File: config.mk
export PLATFORM = sky130hd
export DESIGN_NAME = lu_serial_driver
export DESIGN_NICKNAME = d
export VERILOG_FILES = /design/src/rtl/lu_serial_driver_pkg.sv /design/src/rtl/lu_serial_driver.sv
export SDC_FILE = /design/constraint.sdc
export NUM_CORES = 1
export LEC_CHECK = 0
export BUFFER_PORTS_ARGS = -buffer_cell sky130_fd_sc_hd__clkbuf_2
export CAP_MARGIN = 5
export CORE_MARGIN = 3
export CORE_UTILIZATION = 52
export DETAILED_ROUTE_END_ITERATION = 6
export PLACE_DENSITY = 0.78
export SLEW_MARGIN = 20
export SYNTH_ARGS = -nofsm -noshare
export SYNTH_HDL_FRONTEND = slang
export SYNTH_SLANG_ARGS = --single-unit
File: constraint.sdc
create_clock -name clk -period 1.7 [get_ports clk]
set_input_delay 0.085 -clock clk [delete_from_list [all_inputs] [get_ports clk]]
set_output_delay 0.085 -clock clk [all_outputs]
set_load 0.01 [all_outputs]
File: src/rtl/lu_serial_driver_pkg.sv
// Shared types and constants for the logicalunit serial driver.
// Func codes are logicalunit truth tables indexed by {a,b}.
package lu_serial_driver_pkg;

    typedef enum logic [1:0] {
        IDLE = 2'd0,
        RUN  = 2'd1,
        HOLD = 2'd2
    } state_t;

    localparam logic [3:0] FUNC_AND = 4'b1000;
    localparam logic [3:0] FUNC_OR  = 4'b1110;
    localparam logic [3:0] FUNC_XOR = 4'b0110;
    localparam logic [3:0] FUNC_NOR = 4'b0001;

endpackage

File: src/rtl/lu_serial_driver.sv
// Serialises two WIDTH-bit operands LSB first into an external combinational
// logicalunit and gathers its output bits into a result vector.
module lu_serial_driver
    import lu_serial_driver_pkg::*;
#(
    parameter int WIDTH = 8
) (
    input  logic             clk,
    input  logic             rst,
    input  logic             cmd_valid,
    output logic             cmd_ready,
    input  logic [3:0]       cmd_func,
    input  logic [WIDTH-1:0] cmd_a,
    input  logic [WIDTH-1:0] cmd_b,
    output logic             lu_a,
    output logic             lu_b,
    output logic [3:0]       lu_func,
    input  logic             lu_out,
    output logic             res_valid,
    input  logic             res_ready,
    output logic [WIDTH-1:0] res_data,
    output logic             busy
);

    localparam int IDX_W = $clog2(WIDTH);
    localparam logic [IDX_W-1:0] IDX_LAST = IDX_W'(WIDTH - 1);

    state_t           state, state_nx;
    logic [IDX_W-1:0] idx;
    logic [WIDTH-1:0] a_sh, b_sh, res_sh;
    logic             accept, last;

    always_ff @(posedge clk or posedge rst) begin
        if (rst) state <= IDLE;
        else     state <= state_nx;
    end

    always_comb begin
        state_nx  = state;
        cmd_ready = 1'b0;
        accept    = 1'b0;
        last      = 1'b0;
        case (state)
            IDLE: begin
                cmd_ready = !rst;
                if (cmd_valid && !rst) begin
                    accept   = 1'b1;
                    state_nx = RUN;
                end
            end
            RUN: begin
                if (idx == IDX_LAST) begin
                    last     = 1'b1;
                    state_nx = HOLD;
                end
            end
            HOLD: begin
                if (res_ready) state_nx = IDLE;
            end
            default: state_nx = IDLE;
        endcase
    end

    assign res_valid = (state == HOLD);
    assign busy      = (state != IDLE);

    // lu_a/lu_b are registered one bit ahead of the shift regs so the bit
    // presented to logicalunit is always the one captured at the next edge.
    always_ff @(posedge clk or posedge rst) begin
        if (rst) begin
            idx      <= '0;
            a_sh     <= '0;
            b_sh     <= '0;
            res_sh   <= '0;
            res_data <= '0;
            lu_a     <= 1'b0;
            lu_b     <= 1'b0;
            lu_func  <= 4'b0000;
        end else if (accept) begin
            a_sh    <= cmd_a;
            b_sh    <= cmd_b;
            lu_func <= cmd_func;
            idx     <= '0;
            lu_a    <= cmd_a[0];
            lu_b    <= cmd_b[0];
        end else if (state == RUN) begin
            res_sh <= {lu_out, res_sh[WIDTH-1:1]};
            a_sh   <= a_sh >> 1;
            b_sh   <= b_sh >> 1;
            if (last) begin
                res_data <= {lu_out, res_sh[WIDTH-1:1]};
                lu_a     <= 1'b0;
                lu_b     <= 1'b0;
            end else begin
                idx  <= idx + 1'b1;
                lu_a <= a_sh[1];
                lu_b <= b_sh[1];
            end
        end
    end

endmodule

# Word-level counts from Yosys, hierarchy flattened
# Cells that the tools add are included.
# classes
n_addsub	1
mul	0
div	0
magnitude_cmp	0
n_eq_ne	7
shifts	0
n_mux	22
n_bitwise	1
n_reduce_logical	9
# ops
cell	n
2-to-1 mux 8 bit	4
2-to-1 mux 1 bit	11
2-to-1 mux 3 bit	3
2-to-1 mux 2 bit	3
!= test 2 bit, second input constant	3
case mux 2 bit (3 select lines)	1
AND reduction 3 bit	2
AND reduction 2 bit	2
nonzero test 2 bit	2
adder 3 x 1 -> 3 bit, second input constant	1
== test 3 bit, second input constant	1
== test 2 x 1 -> 1 bit, second input constant	1
== test 2 bit, second input constant	1
logical NOT 2 bit	1
!= test 2 x 1 -> 1 bit, second input constant	1
logical AND 1 bit	1
logical NOT 1 bit	1
inverter 1 bit	1
# totals
ff_bits	43
latchBits	0
mem_bits_rw	0
romBits	0
output_inout_bits	17
word_cells	49
n_memories	0

# Longest topological paths before layout
# logic_depth
depth_word	6
ltp_mapped	5
depth_no_buf	5

# Worst setup path before layout
# OpenSTA, ideal clock, no wires.
# synth_path
kind	register -> register
start	register state[1]
end	register lu_func[3]
setup_time_ns	0.127
t_arrival_ns	1.425
required_ns	1.573
slack_ns	0.148
path_stages_with_launch	4
path_buffers	1
cell_sequence	dfrtp_1 -> nor4b_4 -> buf_6 -> mux2_1
# synth_between
elab_chain_len	2
# synth_rtl
element	line_no	source
from (decl)	lu_serial_driver.sv:28	state_t state, state_nx;
from (signal assigned)	lu_serial_driver.sv:35	else state <= state_nx;
logical NOT 2 bit	lu_serial_driver.sv:43	case (state)
2-to-1 mux 1 bit	lu_serial_driver.sv:43	
to (signal assigned)	lu_serial_driver.sv:82	lu_func <= cmd_func;
to (decl)	lu_serial_driver.sv:17	output logic [3:0] lu_func,
# Every way passes these cells.
# A chain may end at the register's enable or synchronous reset.

# Final worst setup path
# layout_path
start	register idx[0]
end	register idx[1]
# layout_between
elab_chain_len	5
elab_cells_between_ends	9
# layout_rtl
element	line_no	source
from (decl)	lu_serial_driver.sv:29	logic [IDX_W-1:0] idx;
from (signal assigned)	lu_serial_driver.sv:95	idx <= idx + 1'b1;
branches (longest 5 deep; another with adder 3 x 1 -> 3 bit)	n/a	
# Parallel ways; which one is timed is not known. The select of a mux whose other input is x is not followed.

==> out/qor.txt <==
Core Region = 3080 sq um
Final setup viols = 0
register area share after synthesis = 0.592
Post-Synthesis Net Count = 146
worst hold endpoint = b_sh[4]
Fin Setup TNS = 0 ns
Area contributors post-synth = dfrtp_1 (59%), mux2_2 (10%), a22o_1 (7.2%)
Final WS setup = 0.133 ns
Die Width = 63.0 um
EDFF count, synth = 0
Clk pin slew, worst setup/hold paths = 0.12 ns
critical path's top delay family = flip-flops
class of the worst hold path = input pin to flip-flop
leading area contributor after synthesis = dfrtp_1
Antenna Cells = 0
hold depth = 3
# placed instances = 204
first-pass GRT wire length = 5420 um
Crit path arrival time = 1.80 ns
clk sink count = 40
hold_sp = cmd_b[4]
Area growth, synth to finish = 28.3%
WL per Instance = 14.5 um
Rows = 20
Largest stage delay, worst path = 0.42 ns
Antenna Nets Post-Route = 0
count leader, synth = dfrtp_1
Yosys top cell area share = 0.592
FF-to-FF path depth = 5
RSZ-0062 raised after global routing = false
Slowest-stage cell, CP = dfrtp_1
startpoint types = flip-flop
Tcrit/Tclk final = 0.922
initial antenna violation count = 0
# fillers = 235
R2R Setup Slk = 0.13 ns
total wire length = 3200 um
Synth Warn # = 0
run status = finished, final reports clean
Final Non-Filler Cells = 221
VDD IR max = 0.924 mV
Commonest cells post-synth = dfrtp_1 (40), mux2_2 (15), a21o_1 (14), a22o_1 (14), nor2_1 (4)
r2r endpoint = idx[1]
root buf cell = clkbuf_4
largest net degree at the start of global routing = 29
gpl congestion = 0.748
worst-skew pair later-pin latency = 0.34 ns
Tmin final = 1.57 ns
Die Span Y = 63.0 um
CTS H-tree depth = 2
max layer used = met4
total global routing overflow = 0
syn_area_per_cell = 14.2 sq um
Hold Vio Cnt, Final = 0
Max Freq = 0.638 GHz
synthesized area = 1690 sq um
Slew HR = 0.641
Total GRT Usage = 0.175
via count = 1148
Vias/cell = 5.19
Critical Path RT = 1.93 ns
worst-path fanout max = 5
final clock skew = 0.00887 ns
crit path capture type = flip-flop
Final nets = 203
met1 WL = 1350 um
Power Density = 1790 nW/um^2
CP cell instances = ha_1 > ha_2 > nor3b_4 > mux2i_1 > nor2_1
WS Path Type = flip-flop to flip-flop
Max Cap Viol = 0
pre-CTS setup slack = 0.0141 ns
Synth cell types = 23
Final Max Slew Viols = 0
Syn Inst Count = 119
WP buf/inv = 0
Synth Flop Type = dfrtp_1
DR WL met3 = 133 um
boundary pin count = 42
proportion of layout cells with a drive suffix above 1 = 0.452
die area = 3970 sq um
TritonCTS clock tree = built
metal2 WL = 1650 um
asr flop ratio synth = 1.00
FF-to-FF Start = idx[0]
1st-iter DRT viols = 69
First-pass DRT Iterations = 4
CTS Buf Count = 5
Initial Util = 0.550
leakage = 1.16 nW
Worst-Margin Slew = 0.539 ns
port bufs = 41
hpwl dp = 2250 um
vias in the first global route = 1239
Max Root-Sink Buffers = 2
# DRC = 0
Yosys reg bits = 40
## worst max-delay path by stage
| stage | from | end | slack (ns) | cells after the start |
|---|---|---|---|---|
| 2_1_floorplan | state[1] | lu_func[3] | 0.15 | 3 |
| 3_3_place_gp | idx[0] | idx[1] | 0.15 | 5 |
| 3_5_place_dp | idx[0] | idx[1] | 0.01 | 5 |
| 4_1_cts | idx[0] | idx[1] | 0.08 | 5 |
| 5_1_grt | idx[0] | idx[2] | 0.03 | 5 |
| 6_report | idx[0] | idx[1] | 0.13 | 5 |
## where the power goes
group	total, W	leakage [nW]	switching, W	internal [W]
Combinational	0.00156	0.609	0.000694	0.000867
Clock	0.000687	0.0515	0.000297	0.000391
Sequential	0.00164	0.499	0.000258	0.00138
Total	0.00389	1.16	0.00125	0.00264
## logic make-up (layout without fill, tap and decap cells)
group                    after synthesis  count (layout)  synth area share
AO/OA/AOI/OAI                         32              32             0.146
adder cells (fa/ha/maj)                2               2            0.0148
flip-flops                            40              40             0.592
XOR/XNOR                               1               1           0.00518
AND/OR/NAND/NOR                       15              15            0.0636
multiplexers                          21              21             0.145
buffers and inverters                  8              66            0.0333
## cell type report
cell class	count	area, sq um	share of cell area
Clock buffer	7	65.1	0.0300
Clock inverter	1	30.0	0.0138
Inverter	2	7.51	0.00346
Multi-Input combinational cell	71	646	0.298
Sequential cell	40	1000	0.461
Tap cell	44	55.1	0.0254
Timing Repair Buffer	56	365	0.168
## per-layer routing
| metal | GRT usage | up-vias |
|---|---|---|
| met5 | 0 | - |
| met4 | 0.0744 | 0 |
| met3 | 0.0432 | 10 |
| met2 | 0.311 | 27 |
| met1 | 0.197 | 563 |
| li1 | - | 548 |
## sequential cells by signal, indices dropped and copies added (netlist names)
| name | cells |
|---|---|
| idx | 3 |
| lu_a | 1 |
| a_sh | 7 |
| lu_b | 1 |
| res_data | 8 |
| lu_func | 4 |
| state | 2 |
| b_sh | 7 |
| res_sh | 7 |
## worst register-to-register path, cell delays in order, from the launching register on
cell and delay (ns):
dfrtp_1 0.42, ha_1 0.21, ha_2 0.20, nor3b_4 0.34
mux2i_1 0.23, nor2_1 0.06
## stage by stage
step                      area [sq um]  total power [W]  hold slack, ns   util
after floorplan                   1690          0.00274           0.193      -
after global placement            1980          0.00311           0.170  0.642
after detailed placement          1980          0.00320           0.189  0.642
after CTS                         2170          0.00394          0.0210  0.704
after global routing              2170          0.00416          0.0268  0.705
final                             2170          0.00389          0.0255  0.705
## cell usage in the layout (no fill, tap or decap), types with 2 or more instances in the layout
| cell | netlist | routed |
|---|---|---|
| a21o_1 | 14 | 14 |
| a22o_1 | 14 | 14 |
| buf_12 | 0 | 2 |
| buf_4 | 0 | 4 |
| clkbuf_2 | 0 | 41 |
| clkbuf_4 | 0 | 5 |
| clkbuf_8 | 0 | 2 |
| dfrtp_1 | 40 | 40 |
| dlygate4sd3_1 | 0 | 9 |
| inv_1 | 2 | 2 |
| mux2_2 | 15 | 15 |
| mux2_4 | 3 | 3 |
| mux2i_1 | 2 | 2 |
| nand2_1 | 2 | 2 |
| nand2b_1 | 3 | 3 |
| nor2_1 | 4 | 4 |
| o21ai_0 | 3 | 3 |
## what timing repair did
item                       in CTS  in global routing
resized for setup               1                  1
hold endpoints to repair       21                  0
hold buffers                    9                  0
setup buffers                   0                  0
setup endpoints to repair       1                  2
pin swaps                       0                  1
No activity file was read; power rests on OpenSTA's default activity.
